**config.mk**
```make
export PLATFORM = sky130hd
export DESIGN_NAME = control_unit
export DESIGN_NICKNAME = d
export VERILOG_FILES = /design/src/rtl/ctrl_pkg.sv /design/src/rtl/ctrl_decode.sv /design/src/rtl/control_unit.sv
export SDC_FILE = /design/constraint.sdc
export NUM_CORES = 1
export LEC_CHECK = 0
export CAP_MARGIN = 20
export CORE_AREA = 2 2 50 52
export CTS_CLUSTER_SIZE = 24
export DETAILED_ROUTE_END_ITERATION = 6
export DIE_AREA = 0 0 52 54
export PLACE_DENSITY = 0.77
export RECOVER_POWER = 50
export SYNTH_ARGS = -nofsm -noshare
export SYNTH_HDL_FRONTEND = slang
export SYNTH_SLANG_ARGS = --single-unit
```
**constraint.sdc**
```tcl
create_clock -name i_clk -period 2.24 [get_ports i_clk]
set_clock_uncertainty 0.1 [all_clocks]
set_input_delay 0.448 -clock i_clk [delete_from_list [all_inputs] [get_ports i_clk]]
set_output_delay 0.448 -clock i_clk [all_outputs]
set_load 0.01 [all_outputs]
```
**src/rtl/ctrl_pkg.sv**
```systemverilog
// Shared types for the 8-bit sequencer: opcodes, sequencer states and the
// packed control word that drives the datapath.
package ctrl_pkg;

  typedef enum logic [2:0] {
    OP_NOP = 3'd0,
    OP_LDI = 3'd1,
    OP_LD  = 3'd2,
    OP_ST  = 3'd3,
    OP_ALU = 3'd4,
    OP_JMP = 3'd5,
    OP_JCC = 3'd6,
    OP_HLT = 3'd7
  } opcode_e;

  typedef enum logic [2:0] {
    ST_F0   = 3'd0,
    ST_F1   = 3'd1,
    ST_E0   = 3'd2,
    ST_E1   = 3'd3,
    ST_E2   = 3'd4,
    ST_HALT = 3'd5
  } state_e;

  typedef struct packed {
    logic       alu_oe;
    logic       alu_sub_shift_dir;
    logic       alu_b_wr;
    logic [1:0] alu_op;
    logic       reg_wr0;
    logic       reg_wr1;
    logic       reg_bus_sel;
    logic       reg_bus_en;
    logic       alu_sel;
    logic       ram_address_en;
    logic       ram_write_en;
    logic       ram_oe;
    logic       ram_read_data_select;
    logic       load_pc;
    logic       incr_pc;
    logic       pc_oe;
  } ctrl_word_t;

  function automatic opcode_e ir_opcode(input logic [7:0] ir);
    return opcode_e'(ir[7:5]);
  endfunction

endpackage

```
**src/rtl/ctrl_decode.sv**
```systemverilog
// Combinational micro-sequence decoder: (state, IR, flags) -> control word
// and next state.
module ctrl_decode
  import ctrl_pkg::*;
(
  input  state_e     i_state,
  input  logic [7:0] i_ir,
  input  logic       i_flag_n,
  input  logic       i_flag_z,
  output ctrl_word_t o_ctrl,
  output state_e     o_next
);

  opcode_e op_s;
  logic    rd_s;
  logic    rs_s;
  logic    taken_s;

  assign op_s    = ir_opcode(i_ir);
  assign rd_s    = i_ir[4];
  assign rs_s    = i_ir[3];
  assign taken_s = i_ir[0] ? i_flag_z : i_flag_n;

  // Per-state, per-opcode control word and sequencing
  always_comb begin
    o_ctrl = '0;
    o_next = i_state;
    case (i_state)
      ST_F0: begin
        o_ctrl.pc_oe          = 1'b1;
        o_ctrl.ram_address_en = 1'b1;
        o_next                = ST_F1;
      end
      ST_F1: begin
        o_ctrl.ram_oe  = 1'b1;
        o_ctrl.incr_pc = 1'b1;
        o_next         = ST_E0;
      end
      ST_E0: begin
        case (op_s)
          OP_NOP: o_next = ST_F0;
          OP_HLT: o_next = ST_HALT;
          OP_ALU: begin
            o_ctrl.reg_bus_sel = rs_s;
            o_ctrl.reg_bus_en  = 1'b1;
            o_ctrl.alu_b_wr    = 1'b1;
            o_next             = ST_E1;
          end
          OP_LDI, OP_LD, OP_ST, OP_JMP, OP_JCC: begin
            o_ctrl.pc_oe          = 1'b1;
            o_ctrl.ram_address_en = 1'b1;
            o_next                = ST_E1;
          end
          default: o_next = ST_F0;
        endcase
      end
      ST_E1: begin
        o_next = ST_F0;
        case (op_s)
          OP_LDI: begin
            o_ctrl.ram_oe  = 1'b1;
            o_ctrl.incr_pc = 1'b1;
            if (rd_s) o_ctrl.reg_wr1 = 1'b1;
            else      o_ctrl.reg_wr0 = 1'b1;
          end
          // Second byte is the RAM address; latch it and move to E2
          OP_LD, OP_ST: begin
            o_ctrl.ram_oe         = 1'b1;
            o_ctrl.ram_address_en = 1'b1;
            o_ctrl.incr_pc        = 1'b1;
            o_next                = ST_E2;
          end
          OP_ALU: begin
            o_ctrl.alu_sel           = rd_s;
            o_ctrl.alu_op            = i_ir[2:1];
            o_ctrl.alu_sub_shift_dir = i_ir[0];
            o_ctrl.alu_oe            = 1'b1;
            if (rd_s) o_ctrl.reg_wr1 = 1'b1;
            else      o_ctrl.reg_wr0 = 1'b1;
          end
          OP_JMP: begin
            o_ctrl.ram_oe  = 1'b1;
            o_ctrl.load_pc = 1'b1;
          end
          OP_JCC: begin
            if (taken_s) begin
              o_ctrl.ram_oe  = 1'b1;
              o_ctrl.load_pc = 1'b1;
            end else begin
              o_ctrl.incr_pc = 1'b1;
            end
          end
          default: o_next = ST_F0;
        endcase
      end
      ST_E2: begin
        o_next = ST_F0;
        case (op_s)
          OP_LD: begin
            o_ctrl.ram_oe = 1'b1;
            if (rd_s) o_ctrl.reg_wr1 = 1'b1;
            else      o_ctrl.reg_wr0 = 1'b1;
          end
          OP_ST: begin
            o_ctrl.reg_bus_sel  = rs_s;
            o_ctrl.reg_bus_en   = 1'b1;
            o_ctrl.ram_write_en = 1'b1;
          end
          default: o_next = ST_F0;
        endcase
      end
      ST_HALT: o_next = ST_HALT;
      default: o_next = ST_F0;
    endcase
  end

endmodule

```
**src/rtl/control_unit.sv**
```systemverilog
// Instruction sequencer for the 8-bit datapath: holds state and IR, and
// gates the decoded control word with step-enable and reset.
module control_unit
  import ctrl_pkg::*;
(
  input  logic       i_clk,
  input  logic       i_reset,
  input  logic       i_stepEn,
  input  logic [7:0] i_bus,
  input  logic       i_aluFlagN,
  input  logic       i_aluFlagZ,
  output logic       o_ctrlAluOE,
  output logic       o_ctrlAluSubShiftDir,
  output logic       o_ctrlAluBWr,
  output logic [1:0] o_ctrlAluOp,
  output logic       o_ctrlRegWr0,
  output logic       o_ctrlRegWr1,
  output logic       o_ctrlRegBusSel,
  output logic       o_ctrlRegBusEn,
  output logic       o_ctrlAluSel,
  output logic       o_ctrlRamAddressEn,
  output logic       o_ctrlRamWriteEn,
  output logic       o_ctrlRamOE,
  output logic       o_ctrlRamReadDataSelect,
  output logic       o_ctrlLoadPC,
  output logic       o_ctrlIncrPC,
  output logic       o_ctrlPCOe,
  output logic       o_halted,
  output logic [7:0] o_ir
);

  state_e     state_q, state_d, next_state_s;
  logic [7:0] ir_q, ir_d;
  ctrl_word_t dec_ctrl_s, ctrl_s;

  ctrl_decode u_decode (
    .i_state  (state_q),
    .i_ir     (ir_q),
    .i_flag_n (i_aluFlagN),
    .i_flag_z (i_aluFlagZ),
    .o_ctrl   (dec_ctrl_s),
    .o_next   (next_state_s)
  );

  // Advance only when stepping; IR captures the bus at the end of F1
  always_comb begin
    state_d = state_q;
    ir_d    = ir_q;
    if (i_stepEn) begin
      state_d = next_state_s;
      if (state_q == ST_F1) ir_d = i_bus;
      else                  ir_d = ir_q;
    end else begin
      state_d = state_q;
    end
  end

  // State and instruction register
  always_ff @(posedge i_clk or posedge i_reset) begin
    if (i_reset) begin
      state_q <= ST_F0;
      ir_q    <= 8'h00;
    end else begin
      state_q <= state_d;
      ir_q    <= ir_d;
    end
  end

  // Outputs drop to zero while frozen or in reset, even mid-cycle
  always_comb begin
    ctrl_s = '0;
    if (i_stepEn && !i_reset) ctrl_s = dec_ctrl_s;
    else                      ctrl_s = '0;
  end

  assign o_ctrlAluOE             = ctrl_s.alu_oe;
  assign o_ctrlAluSubShiftDir    = ctrl_s.alu_sub_shift_dir;
  assign o_ctrlAluBWr            = ctrl_s.alu_b_wr;
  assign o_ctrlAluOp             = ctrl_s.alu_op;
  assign o_ctrlRegWr0            = ctrl_s.reg_wr0;
  assign o_ctrlRegWr1            = ctrl_s.reg_wr1;
  assign o_ctrlRegBusSel         = ctrl_s.reg_bus_sel;
  assign o_ctrlRegBusEn          = ctrl_s.reg_bus_en;
  assign o_ctrlAluSel            = ctrl_s.alu_sel;
  assign o_ctrlRamAddressEn      = ctrl_s.ram_address_en;
  assign o_ctrlRamWriteEn        = ctrl_s.ram_write_en;
  assign o_ctrlRamOE             = ctrl_s.ram_oe;
  assign o_ctrlRamReadDataSelect = ctrl_s.ram_read_data_select;
  assign o_ctrlLoadPC            = ctrl_s.load_pc;
  assign o_ctrlIncrPC            = ctrl_s.incr_pc;
  assign o_ctrlPCOe              = ctrl_s.pc_oe;
  assign o_halted                = (state_q == ST_HALT);
  assign o_ir                    = ir_q;

endmodule

```
==> results of run 1 <==
-- metal layers --
metal	track usage	up-vias	wire length [µm]
met5	0	-	0
met4	0.101	0	144
met3	0.0250	17	190
met2	0.437	60	2040
met1	0.254	551	1460
li1	-	524	-
-- worst max-delay path by stage --
stage	from	endpoint	cells past startpoint
3_5_place_dp	i_stepEn	o_ctrlAluOp[1]	5
5_1_grt	o_ir[7]	o_ctrlRegWr0	6
6_report	o_ir[7]	o_ctrlRegWr0	6
3_3_place_gp	i_aluFlagZ	o_ctrlIncrPC	5
2_1_floorplan	o_ir[7]	o_ctrlIncrPC	3
4_1_cts	o_ir[7]	o_ctrlAluSel	5
-- cell type report --
| type | instances | area share |
|---|---|---|
| flip-flops and latches | 11 | 0.156 |
| well taps | 30 | 0.0210 |
| clock buffers | 4 | 0.0147 |
| multi-input cells | 75 | 0.416 |
| inverters | 4 | 0.00839 |
| repair buffers | 85 | 0.384 |
-- per-stage QoR --
stage	worst slack (ps)	TNS, ps
2_1_floorplan	307	0
3_3_place_gp	-470	-6160
3_5_place_dp	-478	-6290
4_1_cts	-108	-454
5_1_grt	-130	-814
6_report	-89.1	-280
-- critical path, delay by kind of cell (launching register included) --
| kind | cells | cell delay, ps |
|---|---|---|
| DFF | 1 | 460 |
| AOI/OAI and AO/OA | 1 | 290 |
| and+or+nand+nor | 2 | 250 |
| buffers and inverters | 3 | 480 |
-- cell families (layout without fill, tap and decap cells) --
logic type / count (synthesis) / in the layout / share of synthesized area
mux: 9 / 9 / 0.109
flops: 11 / 11 / 0.303
simple gates: 43 / 43 / 0.324
compound gates: 22 / 22 / 0.183
buf+inv: 14 / 93 / 0.0758
other cells: 1 / 1 / 0.00413
-- power by group --
part | switching, mW | internal [mW] | leakage (nW)
clock | 0.0790 | 0.0693 | 0.0150
sequential | 0.145 | 0.306 | 0.128
combinational | 0.844 | 0.961 | 0.668
total | 1.07 | 1.34 | 0.811
-- sequential cells by signal, indices dropped and copies added (netlist names) --
register,flops
o_ir,8
state_q,3
-- timing repair --
action / in CTS / in global routing
pin swaps: 10 / 12
setup endpoints to repair: 17 / 16
gates resized for setup: 80 / 40
buffers inserted: 11 / 8
-- cells in the final DEF (no fill, tap or decap), drive strengths merged, types with 3 or more instances in the layout --
cell           instances
nor2b                  3
nand2b                 3
nor2                   5
and2                   6
clkdlybuf4s50         17
mux2                   7
o21ai                  5
buf                   61
dfrtp                 11
nor4                   4
nand3                  3
clkbuf                 7
nand2                  4
inv                    4
==> flow_metrics.py, run 1 <==
metrics = {
    "cts": {
        "clkSlewWorstSetupHoldPaths_ps": 80,
        "htreeDepth": 1,
        "clk_path_buf_depth": 2,
        "hold_buffers": 0,
        "clk-insertion-delay-late_ps": 290,
        "cts-root-buf": "clkbuf_4",
        "cts_buffers": 3,
        "cts_tree": "done",
        "clock_sinks": 11,
    },
    "timing": {
        "final-hold-violation-count": 0,
        "period_needed_ps": 2330,
        "slew_headroom": 0.599,
        "final.hold.worst_slack_ps": 447,
        "setup_ws_ps": -89.1,
        "maxSlewViolCount": 0,
        "rsz0062_at_grt": "true",
        "tightestPinTransition_ps": 602,
        "fmaxAchievable_mhz": 429,
        "finalCritPeriodShare": 1.04,
        "setup_violations": 8,
    },
    "global_route": {
        "grt_start_max_net_pins": 12,
        "grt_usage": 0.229,
        "antenna_found_initial": 0,
        "grt_pass1_vias": 1057,
        "grt-ovfl-total": 0,
        "grt_pass1_wl_mm": 4.77,
    },
    "final_layout": {
        "seq_area_um2": 279,
        "fillers": 150,
        "instances_no_fill": 209,
        "drive_above_1_share": 0.570,
        "multi_input_area_um2": 744,
        "post-route-cell-area_um2": 1790,
        "post-route-util": 0.771,
        "fin_nets": 193,
        "area_delta_synth_final_pct": 97.2,
        "n_antenna_cell": 0,
    },
    "hold_path": {
        "hold_path_class": "register to register",
        "min_to": "o_ir[1]",
        "worstHoldStart": "o_ir[1]",
        "min_path_cells": 1,
    },
    "critical_path": {
        "worstPathArrival_ps": 1780,
        "cp-end-kind": "output pin",
        "slowest_delay_ps": 460,
        "rr_endpoint": "state_q[0]",
        "path_class": "register to output pin",
        "cp.required_ps": 1690,
        "worst-path-max-fanout": 6,
        "crit_slowest_cell": "dfrtp_2",
        "reg2reg_depth": 6,
        "crit_path_cell_trace": "buf_6 > and3b_2 > a221oi_2 > buf_4 > nor4b_4 > buf_2",
        "r2r_slack_ps": 340,
        "startpoint_type": "register",
        "r2r-start": "state_q[1]",
    },
    "logic_synthesis": {
        "synth-async-reset-ratio": 1.00,
        "ys_ff_latch": 11,
        "synth_edf_count": 0,
        "synth-main-ff-cell": "dfrtp_1",
        "synth_top_area_cell": "dfrtp_1",
        "synth_nets": 113,
        "synth_area_per_cell_um2": 9.07,
        "synth_area_leaders": "dfrtp_1, mux2_1, and2_1",
        "yosysMostFrequentCell": "dfrtp_1",
        "synth-seq-area-share": 0.303,
        "synth_common_cells": "dfrtp_1, buf_2, mux2_1, and2_1",
        "synth.distinct_cells": 45,
        "yosysTopAreaCellShare": 0.303,
        "synthCells": 100,
        "netlist_area_um2": 907,
        "yosys_warnings": 0,
    },
    "floorplan": {
        "die_y_um": 54,
        "io_pins": 39,
        "die_w_um": 52,
        "dieArea_um2": 2810,
        "rows": 18,
        "start_util": 0.391,
        "core_area_um2": 2320,
    },
    "job": {
        "drv_cap": 0,
    },
    "power": {
        "vdd_drop_max_mv": 1.08,
        "powerDensity_nw_per_um2": 1340,
        "power.total_mw": 2.40,
        "leakage_nw": 0.811,
    },
    "place": {
        "port_buffers": 37,
        "hpwlAfterDp_mm": 2.14,
        "gp_congestion": 0.880,
        "dpl-instance-area_um2": 1490,
        "dpl.cell_count": 187,
    },
    "run_status": {
        "outcome": "complete, but fails checks",
        "violations": "negative setup slack",
    },
    "route": {
        "drt_first_pass_iters": 4,
        "vias": 1152,
        "wl_per_cell_um": 18.3,
        "drtIter0Drc": 23,
        "drc_errors": 0,
        "ant_nets": 0,
        "vias_per_cell": 5.51,
        "routed_wl_mm": 3.83,
    },
}
Power figures use the tool's default switching activity.
==> run 2: changes to the inputs <==
--- a/config.mk
+++ b/config.mk
@@ -12,6 +12,7 @@
 export DIE_AREA = 0 0 52 54
 export PLACE_DENSITY = 0.77
 export RECOVER_POWER = 50
+export SLEW_MARGIN = 20
 export SYNTH_ARGS = -nofsm -noshare
 export SYNTH_HDL_FRONTEND = slang
 export SYNTH_SLANG_ARGS = --single-unit
==> results of run 2 <==
No change in the layout: final DEF, timing and power equal those of run 1.
==> variant 1 (settings of run 2) <==
`ir_q` no longer has a reset.
--- a/src/rtl/control_unit.sv
+++ b/src/rtl/control_unit.sv
@@ -61,7 +61,9 @@
       state_q <= ST_F0;
-      ir_q    <= 8'h00;
     end else begin
       state_q <= state_d;
-      ir_q    <= ir_d;
     end
+  end
+
+  always_ff @(posedge i_clk) begin
+    ir_q <= ir_d;
   end
Check against the original RTL: differs if i_reset is asserted again (counterexample within 4 cycles, from zero or initial values and one cycle with i_reset high); with i_reset held inactive, the same outputs for 10 cycles.
==> variant 1 against run 2 <==
Cell count decreased by 17%. Area after synthesis decreased by 15%. Routed wire length decreased by 37%. Sequential cell count unchanged. Fmax increased by 6.0%. Register-to-register slack improved by 440 ps. Setup slack improved by 130 ps. Sequential share of layout area increased by 7.7 points. Via count decreased by 26%. First-iteration DRC count decreased by 35%. Global-route usage decreased by 4.9 points. Final area decreased by 24%. Critical path type unchanged.
Power is not compared: it rests on default switching activity, and its combinational part moved more than twofold at a synthesized area within 25%.
==> variant 1: results (changes against run 2) <==
| Metric | Value |
|---|---|
| WP data arrival | `1650 ps (was 1780 ps)` |
| Seq/Total Area, Yosys | `41.0% (was 30.3%)` |
| Clock tree buffer depth | `2 (unchanged)` |
| Ys flop type | `edfxtp_1 (was dfrtp_1)` |
| Lkg Pwr | `0.624 nW` |
| Clk_lat worst skew | `270 ps (was 290 ps)` |
| H-Tree Depth | `1 (unchanged)` |
| Max FFs per register | `8 (unchanged)` |
| CTS buffer count | `3 (unchanged)` |
| Synth Net Count | `94 (was 113)` |
| Post-synthesis cell type count | `37 (was 45)` |
| Clock slew at reported path FFs | `around 70 ps` |
| Iteration-0 DRC count of the detailed router | `15 (was 23)` |
| First-pass GRT wire length | `3680 um (was 4770 um)` |
| EDFF count, synth | `8 (was 0)` |
| Initial antenna violation count | `0 (unchanged)` |
| Gpl congestion | `0.836 (was 0.880)` |
| Via count | `854 (was 1152)` |
| CTS resizes | `54 (was 80)` |
| Dpl hpwl | `1790 um (was 2140 um)` |
| Vias in the first global route | `824 (was 1057)` |
| Status | `complete, no violations (was finished with violations)` |
| Root Driver | `clkbuf_4 (unchanged)` |
| Async set-reset flop share out of synthesis | `27.3% (was 100%)` |
| Synth cell count leaders | `edfxtp_1 (8), buf_2 (5), inv_1 (5), nand2_1 (5), nor2_1 (5) (was dfrtp_1 (11), buf_2 (7), mux2_1 (7))` |
| Final net count | `158 (was 193)` |
| Warning count from the yosys run | `0 (unchanged)` |
| Post-CTS setup buffer count | `6 (was 11)` |
| Post-synthesis cell count | `81 (was 100)` |
| Max VDD drop | `~0.68 mV` |
| Max FO, Critical Path | `6 (unchanged)` |
| Routed WL | `2410 um (was 3830 um)` |
| All-Layer GR Usage | `18.0% (was 22.9%)` |
| Antenna Cells | `0 (unchanged)` |
| Port Buf Inserts | `37 (unchanged)` |
| HP Class | `in2async (was reg2reg)` |
| Pin count of the biggest net entering global routing | `14 (was 12)` |
| Largest cells by area after synthesis | `edfxtp_1 (31%), dfrtp_1 (9.8%), a211oi_1 (3.9%) (was dfrtp_1 (30%), mux2_1 (8.7%), and2_1 (4.1%))` |
| Post-Layout Cell Count | `174 (was 209)` |
| Layout cells sized above 1 | `39.6% (was 57.0%)` |
==> variant 1: cell count changes after synthesis, moves of 3 or more <==
cell and delta:
mux2_1 -7, o21ai_0 -3, nor4_1 -3, dfrtp_1 -8, edfxtp_1 +8
==> variant 1: path summary, 6_finish.rpt <==
| path | startpoint | end | slack [ps] | depth (start not counted) |
|---|---|---|---|---|
| setup / recovery | o_ir[5]$_DFFE_PP_ | o_ctrlLoadPC | 40 | 5 |
| hold / removal | i_reset | state_q[0]$_DFFE_PP0P_ | 90 | 2 |
| setup reg to reg | state_q[1]$_DFFE_PP0P_ | state_q[0]$_DFFE_PP0P_ | 780 | 4 |
| hold reg to reg | state_q[0]$_DFFE_PP0P_ | state_q[0]$_DFFE_PP0P_ | 530 | 2 |
| max in group asynchronous | i_reset | state_q[1]$_DFFE_PP0P_ | 1800 | 2 |
| min in group i_clk | state_q[0]$_DFFE_PP0P_ | state_q[0]$_DFFE_PP0P_ | 530 | 2 |
==> variant 1: stage by stage <==
| step | setup WS (ps) | setup TNS [ps] | instance area (um^2) | total power (W) | hold WS, ps |
|---|---|---|---|---|---|
| after floorplan | 322 | 0 | 768 | 0.000606 | 102 |
| after global placement | -445 | -5670 | 1290 | 0.000853 | 551 |
| after detailed placement | -473 | -6080 | 1290 | 0.000865 | 561 |
| after CTS | 26.9 | 0 | 1320 | 0.00103 | 87.7 |
| after global routing | -5.27 | -5.27 | 1360 | 0.00114 | 81.9 |
| final | 41.8 | 0 | 1360 | 0.00107 | 88.6 |
==> variant 1: worst max-delay path, cell delays in order, from the launching register on <==
cell and delay (ps):
edfxtp_1 480, buf_4 180, o31a_1 300, buf_4 130, nor3_1 130, buf_2 160
==> variant 1: cells by family after synthesis <==
kind of cell,share of synthesized area [%]
buffers and inverters,6.68
XOR/XNOR,1.14
flip-flops,41.0
other,0.488
AND/OR/NAND/NOR,29.0
multiplexers,2.61
AO/OA/AOI/OAI,19.1
==> variant 1: power breakdown <==
part / internal [W] / total [W] / switching [W]
combinational: 0.000325 / 0.000608 / 0.000283
sequential: 0.000277 / 0.000318 / 0.0000408
clock: 0.0000691 / 0.000141 / 0.0000723
total: 0.000671 / 0.00107 / 0.000397
==> variant 1: layer usage <==
metal / global-route usage (%) / routed length [um] / share of wire, % / vias up
met2: 32.5 / 1330 / 55 / 20
met1: 21.0 / 971 / 40 / 406
met4: 7.46 / 34 / 1.4 / 0
met5: 0 / 0 / 0 / -
met3: 3.06 / 76 / 3.2 / 4
li1: - / - / - / 424
==> variant 1: cell type report <==
cell class | instances | area, um^2
Fill cell | 196 | 961
Clock buffer | 4 | 26.3
Multi-Input combinational cell | 59 | 427
Sequential cell | 11 | 317
Timing Repair Buffer | 65 | 533
Inverter | 5 | 18.8
Tap cell | 30 | 37.5
==> variant 2 (config.mk and constraints of run 2) <==
Without the edit above. Encoding of `state_e`: now Gray code (3 bits for 6 states).
--- a/src/rtl/ctrl_pkg.sv
+++ b/src/rtl/ctrl_pkg.sv
@@ -16,8 +16,8 @@
   typedef enum logic [2:0] {
-    ST_F0   = 3'd0,
-    ST_F1   = 3'd1,
-    ST_E0   = 3'd2,
-    ST_E1   = 3'd3,
-    ST_E2   = 3'd4,
-    ST_HALT = 3'd5
+    ST_F0   = 3'b000,
+    ST_F1   = 3'b001,
+    ST_E0   = 3'b011,
+    ST_E1   = 3'b010,
+    ST_E2   = 3'b110,
+    ST_HALT = 3'b111
   } state_e;
Function: no difference found for any inputs over 10 cycles, from zero or initial values and one cycle with i_reset high; not proved beyond that.
==> variant 2 against run 2 <==
The run still ends with setup timing left. Area after synthesis is 6.6% lower. Via count is 9.5% lower. Routed wire length shrank 17%. Setup slack lost 59 ps. Register-to-register slack better by 60 ps. Sequential cell count unchanged. Final area decreased by 10%. Total power shrank 19%. Critical path type unchanged. Critical endpoint is now o_ctrlAluOp[1]. Largest cell class is now non-clock buffers.
==> variant 2: results (changes against run 2) <==
| Metric | Value |
|---|---|
| Status | `finished with violations (unchanged)` |
| Failing checks | `setup timing (unchanged)` |
| Max FO, Critical Path | `4 (was 6)` |
| Synth cell count leaders | `dfrtp_1 (11), mux2_2 (9), inv_1 (8) (was dfrtp_1 (11), buf_2 (7), mux2_1 (7))` |
| Pre-CTS setup slack | `-647 ps (was -478 ps)` |
| Post-Layout Cell Count | `198 (was 209)` |
| Largest cells by area after synthesis | `dfrtp_1 (32%), mux2_2 (12%), inv_1 (3.5%) (was dfrtp_1 (30%), mux2_1 (8.7%), and2_1 (4.1%))` |
| Dpl hpwl | `2160 um (was 2140 um)` |
| Met2 global-route usage | `40.1% (was 43.7%)` |
| Seq/Total Area, Yosys | `32.5% (was 30.3%)` |
| Switch Pwr | `0.000794 W (was 0.00107 W)` |
| # placed instances | `181 (was 187)` |
| Filler cell count | `182 (was 150)` |
| Post-synthesis cell type count | `40 (was 45)` |
| First-pass GRT wire length | `4510 um (was 4770 um)` |
| Synth Area in XOR/XNOR | `1.03% (was 0%)` |
| Mux share of post-synthesis cell area | `12.0% (was 10.9%)` |
| Synth Net Count | `108 (was 113)` |
| All-Layer GR Usage | `22.6% (was 22.9%)` |
| Slowest-stage cell, CP | `dfrtp_1 (was dfrtp_2)` |
| Via count | `1042 (was 1152)` |
| Met1 Usage GRT | `27.4% (was 25.4%)` |
| Max incr delay on CP | `420 ps (was 460 ps)` |
| Setup TNS | `-748 ps (was -280 ps)` |
| Lkg Pwr | `0.758 nW (was 0.811 nW)` |
| DP Area | `1420 um^2 (was 1490 um^2)` |
| HP Class | `in2async (was reg2reg)` |
| Max VDD drop | `0.745 mV (was 1.08 mV)` |
| Vias in the first global route | `955 (was 1057)` |
| Final WS setup | `-148 ps (was -89.1 ps)` |
| Routed met3 length | `134 um (was 190 um)` |
| Metal-1 WL | `1260 um (was 1460 um)` |
| Routed WL per cell | `16.1 um (was 18.3 um)` |
| Top delay family on crit path | `simple AND/OR/NAND/NOR gates (was buffers and inverters)` |
| Final Setup Violations | `10 (was 8)` |
| Post-synthesis cell count | `95 (was 100)` |
| Layout cells sized above 1 | `51.2% (was 57.0%)` |
## variant 2: cell count changes after synthesis, sizes merged, moves of 3 or more
cell          run 2  this run
nor3              2         5
buf               9         5
nor2              5         1
a21oi             1         5
nor4              4         1
inv               4         8
a31oi             1         4
## variant 2: final timing paths
kind	from	end	slack (ps)	cells past startpoint
hold reg to reg	o_ir[1]$_DFFE_PP0P_	o_ir[1]$_DFFE_PP0P_	440	1
min in group i_clk	o_ir[1]$_DFFE_PP0P_	o_ir[1]$_DFFE_PP0P_	440	1
max in group asynchronous	i_reset	o_ir[6]$_DFFE_PP0P_	1370	3
hold / removal	i_reset	o_ir[5]$_DFFE_PP0P_	350	3
setup reg to reg	o_ir[5]$_DFFE_PP0P_	state_q[1]$_DFFE_PP0P_	400	6
setup / recovery	o_ir[7]$_DFFE_PP0P_	o_ctrlAluOp[1]	-150	6
## variant 2: timing repair
| item | in CTS | in global routing |
|---|---|---|
| buffers inserted | 8 | 5 |
| hold endpoints to repair | 0 | 0 |
| cloned | 0 | 0 |
| hold buffers | 0 | 0 |
| resized for setup | 74 | 24 |
| setup endpoints to repair | 16 | 16 |
| pin swaps | 9 | 9 |
## variant 2: area by class of cell
class / instances / share of cell area [%]
Sequential cell: 11 / 17.1
Clock buffer: 4 / 1.63
Tap cell: 30 / 2.33
Multi-Input combinational cell: 68 / 36.6
Timing Repair Buffer: 77 / 40.5
Inverter: 8 / 1.87
## variant 2: power by group through the flow
stage	Combinational, W	Clock [W]	Sequential, W
floorplan	0.000536	0	0.000412
global placement	0.00110	0	0.000393
detailed placement	0.00115	0	0.000402
CTS	0.00126	0.000149	0.000400
global route	0.00149	0.000153	0.000418
finish	0.00140	0.000146	0.000403
